**config.mk**
```make
export PLATFORM = sky130hd
export DESIGN_NAME = phase_timer
export DESIGN_NICKNAME = d
export VERILOG_FILES = /design/src/rtl/phase_timer.sv
export SDC_FILE = /design/constraint.sdc
export NUM_CORES = 1
export LEC_CHECK = 0
export ABC_CLOCK_PERIOD_IN_PS = 5750
export CAP_MARGIN = 10
export CORE_ASPECT_RATIO = 1.2
export CORE_UTILIZATION = 55
export DETAILED_ROUTE_END_ITERATION = 6
export PLACE_DENSITY = 0.77
export RECOVER_POWER = 100
export SETUP_SLACK_MARGIN = 0.15
export SYNTH_ARGS = -nofsm -noshare
export SYNTH_HDL_FRONTEND = slang
export SYNTH_SLANG_ARGS = --single-unit
```
**constraint.sdc**
```tcl
create_clock -name clk -period 5.75 [get_ports clk]
set_clock_uncertainty 0.1 [all_clocks]
set_input_delay 1.15 -clock clk [delete_from_list [all_inputs] [get_ports clk]]
set_output_delay 1.15 -clock clk [all_outputs]
set_load 0.03 [all_outputs]
```
**src/rtl/phase_timer.sv**
```systemverilog
// N-channel phase-duration timer: one-hot load, per-channel programmable limits, pause and abort.
// Optional tick prescaler enabled by defining PHASE_TIMER_PRESCALE_EN.
module phase_timer #(
  parameter int unsigned         NCH        = 4,
  parameter int unsigned         CW         = 32,
  parameter int unsigned         CHW        = 2,
  parameter logic [NCH*CW-1:0]   LIMIT_INIT = {32'd20, 32'd20, 32'd30, 32'd3},
  parameter int unsigned         PRESCALE   = 100_000_000
) (
  input  logic            clk,
  input  logic            reset,
  input  logic            ld,
  input  logic [NCH-1:0]  sel,
  input  logic            abort,
  input  logic            pause,
  input  logic            cfg_we,
  input  logic [CHW-1:0]  cfg_ch,
  input  logic [CW-1:0]   cfg_val,
  output logic            busy,
  output logic [NCH-1:0]  active,
  output logic [CW-1:0]   remaining,
  output logic [NCH-1:0]  done,
  output logic            sel_err
);

  typedef enum logic [1:0] {StIdle, StRun, StHold} state_e;

  state_e         state;
  logic [CW-1:0]  limit [NCH];
  logic           sel_ok;
  logic [CHW-1:0] sel_idx;
  logic           start;
  logic           run_en;
  logic           tick;

  assign sel_ok = (sel != '0) && ((sel & (sel - NCH'(1))) == '0);
  assign start  = (state == StIdle) && ld && !abort && sel_ok;
  assign run_en = (state != StIdle) && !pause && !abort;

  always_comb begin
    sel_idx = '0;
    for (int i = 0; i < NCH; i++) begin
      if (sel[i]) sel_idx = CHW'(i);
    end
  end

`ifdef PHASE_TIMER_PRESCALE_EN
  localparam int unsigned PSW = (PRESCALE > 1) ? $clog2(PRESCALE) : 1;

  logic [PSW-1:0] psc;

  assign tick = run_en && (psc == PSW'(PRESCALE - 1));

  // Frozen outside RUN so a resumed phase continues the partial tick period.
  always_ff @(posedge clk or negedge reset) begin
    if (!reset) begin
      psc <= '0;
    end else if (start) begin
      psc <= '0;
    end else if (run_en) begin
      psc <= tick ? '0 : psc + PSW'(1);
    end
  end
`else
  logic [31:0] unused_prescale;

  assign unused_prescale = PRESCALE;
  assign tick            = run_en;
`endif

  // Indices that do not decode to a channel simply match no register.
  always_ff @(posedge clk or negedge reset) begin
    if (!reset) begin
      for (int i = 0; i < NCH; i++) limit[i] <= LIMIT_INIT[i*CW +: CW];
    end else begin
      for (int i = 0; i < NCH; i++) begin
        if (cfg_we && (cfg_ch == CHW'(i))) limit[i] <= cfg_val;
      end
    end
  end

  always_ff @(posedge clk or negedge reset) begin
    if (!reset) begin
      state     <= StIdle;
      busy      <= 1'b0;
      active    <= '0;
      remaining <= '0;
      done      <= '0;
      sel_err   <= 1'b0;
    end else begin
      done    <= '0;
      sel_err <= 1'b0;
      unique case (state)
        StIdle: begin
          if (ld && !abort) begin
            if (sel_ok) begin
              state     <= StRun;
              busy      <= 1'b1;
              active    <= sel;
              remaining <= limit[sel_idx];
            end else begin
              sel_err <= 1'b1;
            end
          end
        end
        StRun, StHold: begin
          if (abort) begin
            state     <= StIdle;
            busy      <= 1'b0;
            active    <= '0;
            remaining <= '0;
          end else if (pause) begin
            state <= StHold;
          end else begin
            state <= StRun;
            if (tick) begin
              if (remaining == '0) begin
                state  <= StIdle;
                busy   <= 1'b0;
                done   <= active;
                active <= '0;
              end else begin
                remaining <= remaining - CW'(1);
              end
            end
          end
        end
        default: state <= StIdle;
      endcase
    end
  end

endmodule
```
; ---- Word level (Yosys, flattened, before mapping)
; Index checks and enable logic that the tools add are counted.
[word_totals]
register_bits = 172
[op_classes]
n_reduce_logical = 21
bitwise_logic = 2
eq_ne = 11
order_cmp = 1
n_addsub = 2
mux = 42
[ops]
columns = cell, count
row1 = 32-bit two-way mux, 8
row2 = 32-bit binary-select mux with 2-bit select, 1
row3 = 32-bit case mux with 2 select lines, 1
row4 = 4-bit two-way mux, 11
row5 = 32-bit logical NOT, 1
row6 = 32-bit by 1-bit subtractor with 32-bit output (second input constant), 1
row7 = 1-bit two-way mux, 12
row8 = 2-bit two-way mux, 6
row9 = 3-bit inequality test (second input constant), 4
row10 = 6-bit AND reduction, 2
row11 = 1-bit logical AND, 8
row12 = 4-bit case mux with 2 select lines, 1
row13 = 2-bit equality test (second input constant), 3
row14 = 4-bit AND, 1
row15 = 2-bit by 1-bit equality test with 1-bit output (second input constant), 2
row16 = 2-bit logical NOT, 2
row17 = 4-bit logical NOT, 1
row18 = 2-bit case mux with 2 select lines, 1
row19 = 2-bit nonzero test, 2
row20 = 4-bit nonzero test, 1
row21 = 4-bit by 1-bit subtractor with 4-bit output (second input constant), 1
row22 = 3-bit greater-or-equal comparator (second input constant), 1
row23 = 2-bit NOT with 3-bit output, 1
row24 = 1-bit logical NOT, 2
row25 = 5 further kinds, 5

; ---- Logic depth before layout (Yosys ltp)
[depth]
depth_word = 10
depth_mapped = 11
depth_no_buf = 7

; ---- Worst setup path after synthesis
; No wires, ideal clock.
[synth_path]
path_kind = input port to flip-flop
startpoint = in sel[1]
endpoint = reg remaining[19]
setup_slack_ns = 2.627
required_ns = 5.508
cell_stages = 7
arrival_ns = 2.881
setup_ns = 0.142
cell_sequence = buf_2 -> or4b_2 -> a21oi_1 -> o21ai_0 -> clkbuf_1 -> o31ai_1 -> o221ai_1
[synth_via]
elab_chain_len = 10
word_cells_on_any_way = 17
[synth_lines]
columns = item, line
row1 = "start, declared", 13  ; input logic [NCH-1:0] sel,
row2 = 1-bit two-way mux, 43  ; if (sel[i]) sel_idx = CHW'(i);
row3 = 2-bit two-way mux (2 in series), 43
row4 = 2-bit NOT with 3-bit output (not written as such), 100  ; remaining <= limit[sel_idx];
row5 = 32-bit binary-select mux with 2-bit select, 100
row6 = 32-bit two-way mux (not written as such) (2 in series), 100
row7 = 32-bit two-way mux, 96  ; if (sel_ok) begin
row8 = 32-bit two-way mux, 95  ; if (ld && !abort) begin
row9 = 32-bit case mux with 2 select lines, 93  ; unique case (state)
row10 = "end signal, assigned", 100
row11 = "end signal, assigned", 123  ; remaining <= remaining - CW'(1);
row12 = "end, declared", 21  ; output logic [CW-1:0] remaining,
; Several ways; a longest one is shown, not always the timed one. The select of a mux whose other input is x is not followed.
; A chain may end at the register's enable or synchronous reset.

; ---- Worst setup path in the final report
[layout_path]
startpoint = in sel[3]
endpoint = reg remaining[1]
[layout_via]
elab_chain_len = 8
word_cells_on_any_way = 15
[layout_lines]
columns = item
row1 = "parallel branches: the longest is 8 deep, another holds 4-bit by 1-bit subtractor with 4-bit output"
; Several ways; the timed one is not identified. The select of a mux whose other input is x is not followed.

==> flow_summary_export.csv <==
group,metric,value,unit
run_status,status,"finished with violations",
run_status,violations,"max-capacitance violations, max-slew violations",
final_layout,multi_input_area,4060,um^2
sta,finalHoldViolCount,0,
clock_network,cts_num_sinks,172,
power,pwr-share-comb,0.403,
sta,fmax,225,MHz
critical_path,worstRegToRegCells,8,
logic_synthesis,synth_nets,811,
critical_path,arrival,4.64,ns
final_layout,nFillCells,1181,
logic_synthesis,syn-cell-area,8660,um^2
sta,setup_viol,0,
final_layout,area_delta_synth_final,17.8,%
drt,routed-wl-met2,11400,um
global_routing,gr-total-overflow,0,
clock_network,cts_root_buffer,"clkbuf_16",
clock_network,clk_path_buf_depth,2,
clock_network,h-tree-depth,4,
logic_synthesis,netlist_instances,764,
global_routing,grt_pass1_vias,6756,
clock_network,cts_buffers,17,
placed_design,placed_cells_incl_taps,1017,
final_layout,final_cells,1050,
drt,wl_met3,1270,um
critical_path,cp_max_fo,27,
floorplan,core.rowCount,49,
final_layout,final_core_util,0.671,
global_routing,grt_antenna_before_repair,0,
floorplan,dieArea,16300,um^2
power,swShare,0.402,
floorplan,die_height,139,um
final_layout,antennaDiodeCount,0,
final_layout,final_common_cell,"dfrtp_1",
drt,drt_iter0_drc,532,
worst_hold_path,worstHoldPathCells,1,
sta,slew_violations,230,
drt,wl,22900,um
power,p_leak,4.30,nW
placed_design,gp_congestion,0.919,
worst_hold_path,hp-class,"flip-flop to flip-flop",
final_layout,layout_common_cells,"dfrtp_1 (162), mux2_2 (147), nand2_1 (54)",
global_routing,grt_pass1_wl,36500,um
sta,layout_min_cycle_time,4.44,ns
logic_synthesis,ys_seq_elements,172,
drt,drt-met1-wl,9410,um
floorplan,die_w,117,um
power,vdd_drop_max,0.246,mV
final_layout,seq_area,4320,um^2
power,powerDensity,484,nW/um^2
drt,postRouteAntennaNets,0,
logic_synthesis,async_flop_share,1.00,
sta,fin_tns_setup,0,ns
run,maxCapViolations,5,
drt,via_per_inst,6.34,
clock_network,tritoncts,"built",
drt,vias,6658,
placed_design,portBuffers,85,
power,clkPwrFrac,0.233,
global_routing,grt_start_max_net_pins,98,
critical_path,endpoint_kind,"flip-flop",
critical_path,worstSetupPathType,"input port to flip-flop",
sta,rsz0062_at_grt,"no",
final_layout,layout-drive-gt1-share,0.240,
drt,drc,0,
sta,period_share,0.772,
clock_network,cts_setup_buffers,0,
clock_network,cts.clk_slew.worst_paths,0.06,ns
drt,avgRoutedWirePerCell,21.8,um
critical_path,cp-start-kind,"input port",
logic_synthesis,synth_cell_type_count,59,
floorplan,start_util,0.570,
logic_synthesis,seq_area_frac_synth,0.498,
sta,slew_headroom,-0.639,
global_routing,grt_usage,0.298,
clock_network,ctsResizeCount,0,
final_layout,fin_nets,880,
sta,tightest_slew,2.46,ns
clock_network,cts_hold_buf,0,
logic_synthesis,synthFlopType,"dfrtp_1",
drt,top_layer,"met4",
floorplan,core_area,15200,um^2
clock_network,insertion_delay,0.43,ns
placed_design,hpwl,15100,um
critical_path,crit_required,5.95,ns
logic_synthesis,yosysWarnings,0,
drt,drtPass1Iterations,5,
logic_synthesis,syn_avg_cell_area,11.3,um^2
power,power_frac_seq,0.365,
power,intPower,2.95,mW
floorplan,io_pins,86,
power,switchingPower,1.98,mW
logic_synthesis,synth-edff-count,0,
## logic make-up after synthesis
kind of cell | synth area share
xor+xnor | 0.00101
compound gates | 0.123
fa+ha+maj | 0.00433
buf+inv | 0.0308
flops | 0.498
mux | 0.232
simple gates | 0.111
## metal layers
layer / vias up / global-route usage
li1: 2987 / -
met1: 3316 / 0.385
met2: 288 / 0.482
met3: 67 / 0.0566
met4: 0 / 0.135
met5: - / 0
## per-stage QoR
step | hold slack, ns | power [mW] | setup WS, ns | cell area, um^2
2_1_floorplan | 0.370 | 3.09 | 2.63 | 8660
3_3_place_gp | 0.378 | 3.75 | 1.49 | 9650
5_1_grt | 0.410 | 5.18 | 1.24 | 10200
4_1_cts | 0.403 | 4.96 | 1.81 | 10200
3_5_place_dp | 0.389 | 3.80 | 1.42 | 9650
6_report | 0.401 | 4.93 | 1.31 | 10200
## final cells by class
type | instances | share of cell area
Clock inverter | 11 | 0.0141
Tap cell | 204 | 0.0250
Multi-Input combinational cell | 527 | 0.398
Timing Repair Buffer | 99 | 0.0902
Sequential cell | 172 | 0.423
Clock buffer | 21 | 0.0432
Inverter | 16 | 0.00589
## Yosys cell counts (2+ instances only)
| cell type | count | share of area |
|---|---|---|
| nor2b_1 | 2 | 0.0014 |
| nand3_1 | 12 | 0.0069 |
| buf_4 | 5 | 0.0043 |
| inv_1 | 14 | 0.0061 |
| nor3b_1 | 2 | 0.0017 |
| and4_1 | 5 | 0.0051 |
| nor4_1 | 11 | 0.0079 |
| or4b_2 | 2 | 0.0023 |
| a22o_1 | 2 | 0.0020 |
| ha_1 | 3 | 0.0043 |
| and2_1 | 4 | 0.0029 |
| clkbuf_1 | 33 | 0.014 |
| buf_1 | 8 | 0.0035 |
| mux2_2 | 148 | 0.19 |
| or3_1 | 8 | 0.0058 |
| a41oi_1 | 2 | 0.0020 |
| a22oi_1 | 7 | 0.0061 |
| a31oi_1 | 9 | 0.0065 |
| nor3_1 | 18 | 0.010 |
| nand2b_1 | 13 | 0.0094 |
| nor2_1 | 32 | 0.014 |
| dfrtp_1 | 162 | 0.47 |
| o21ai_0 | 41 | 0.024 |
| o211ai_1 | 19 | 0.016 |
| and3_1 | 3 | 0.0022 |
| o31ai_1 | 16 | 0.014 |
| o22ai_1 | 10 | 0.0072 |
| a21oi_1 | 23 | 0.013 |
| buf_2 | 2 | 0.0012 |
| clkinv_1 | 2 | 0.00087 |
| o311ai_0 | 8 | 0.0081 |
| mux2i_1 | 34 | 0.039 |
| nand4_1 | 7 | 0.0051 |
| dfstp_2 | 10 | 0.030 |
| nand2_1 | 53 | 0.023 |
| nand3b_1 | 2 | 0.0017 |
| a211oi_1 | 4 | 0.0035 |
| o32a_1 | 7 | 0.0081 |
## worst max-delay path, cell delays in order
cell,delay [ns]
dlygate4sd3_1,1.05
xnor2_1,0.17
o311ai_0,0.68
a21o_1,0.38
nand2_1,0.67
mux2_2,0.53
## path summary, 6_finish.rpt
path | startpoint | end | slack [ns]
setup / recovery | sel[3] | remaining[1] | 1.31
hold / removal | limit[63] | limit[63] | 0.40
setup reg to reg | state[0] | remaining[1] | 1.80
hold reg to reg | limit[63] | limit[63] | 0.40
max in group asynchronous | reset | limit[97] | 2.53
min in group asynchronous | reset | active[0] | 1.37
## flip-flops by register name, indices dropped and copies added (netlist names)
| signal | cells |
|---|---|
| limit | 128 |
| remaining | 32 |
| active | 4 |
| done | 4 |
| state | 2 |
| busy | 1 |
| sel_err | 1 |
## power by group through the flow
stage / logic [mW] / clock network, mW / registers [mW]
4_1_cts: 2.00 / 1.16 / 1.80
3_5_place_dp: 1.99 / 0 / 1.81
6_report: 1.99 / 1.15 / 1.80
5_1_grt: 2.13 / 1.21 / 1.83
3_3_place_gp: 1.95 / 0 / 1.79
2_1_floorplan: 1.17 / 0 / 1.92
(Power assumes the default switching activity.)
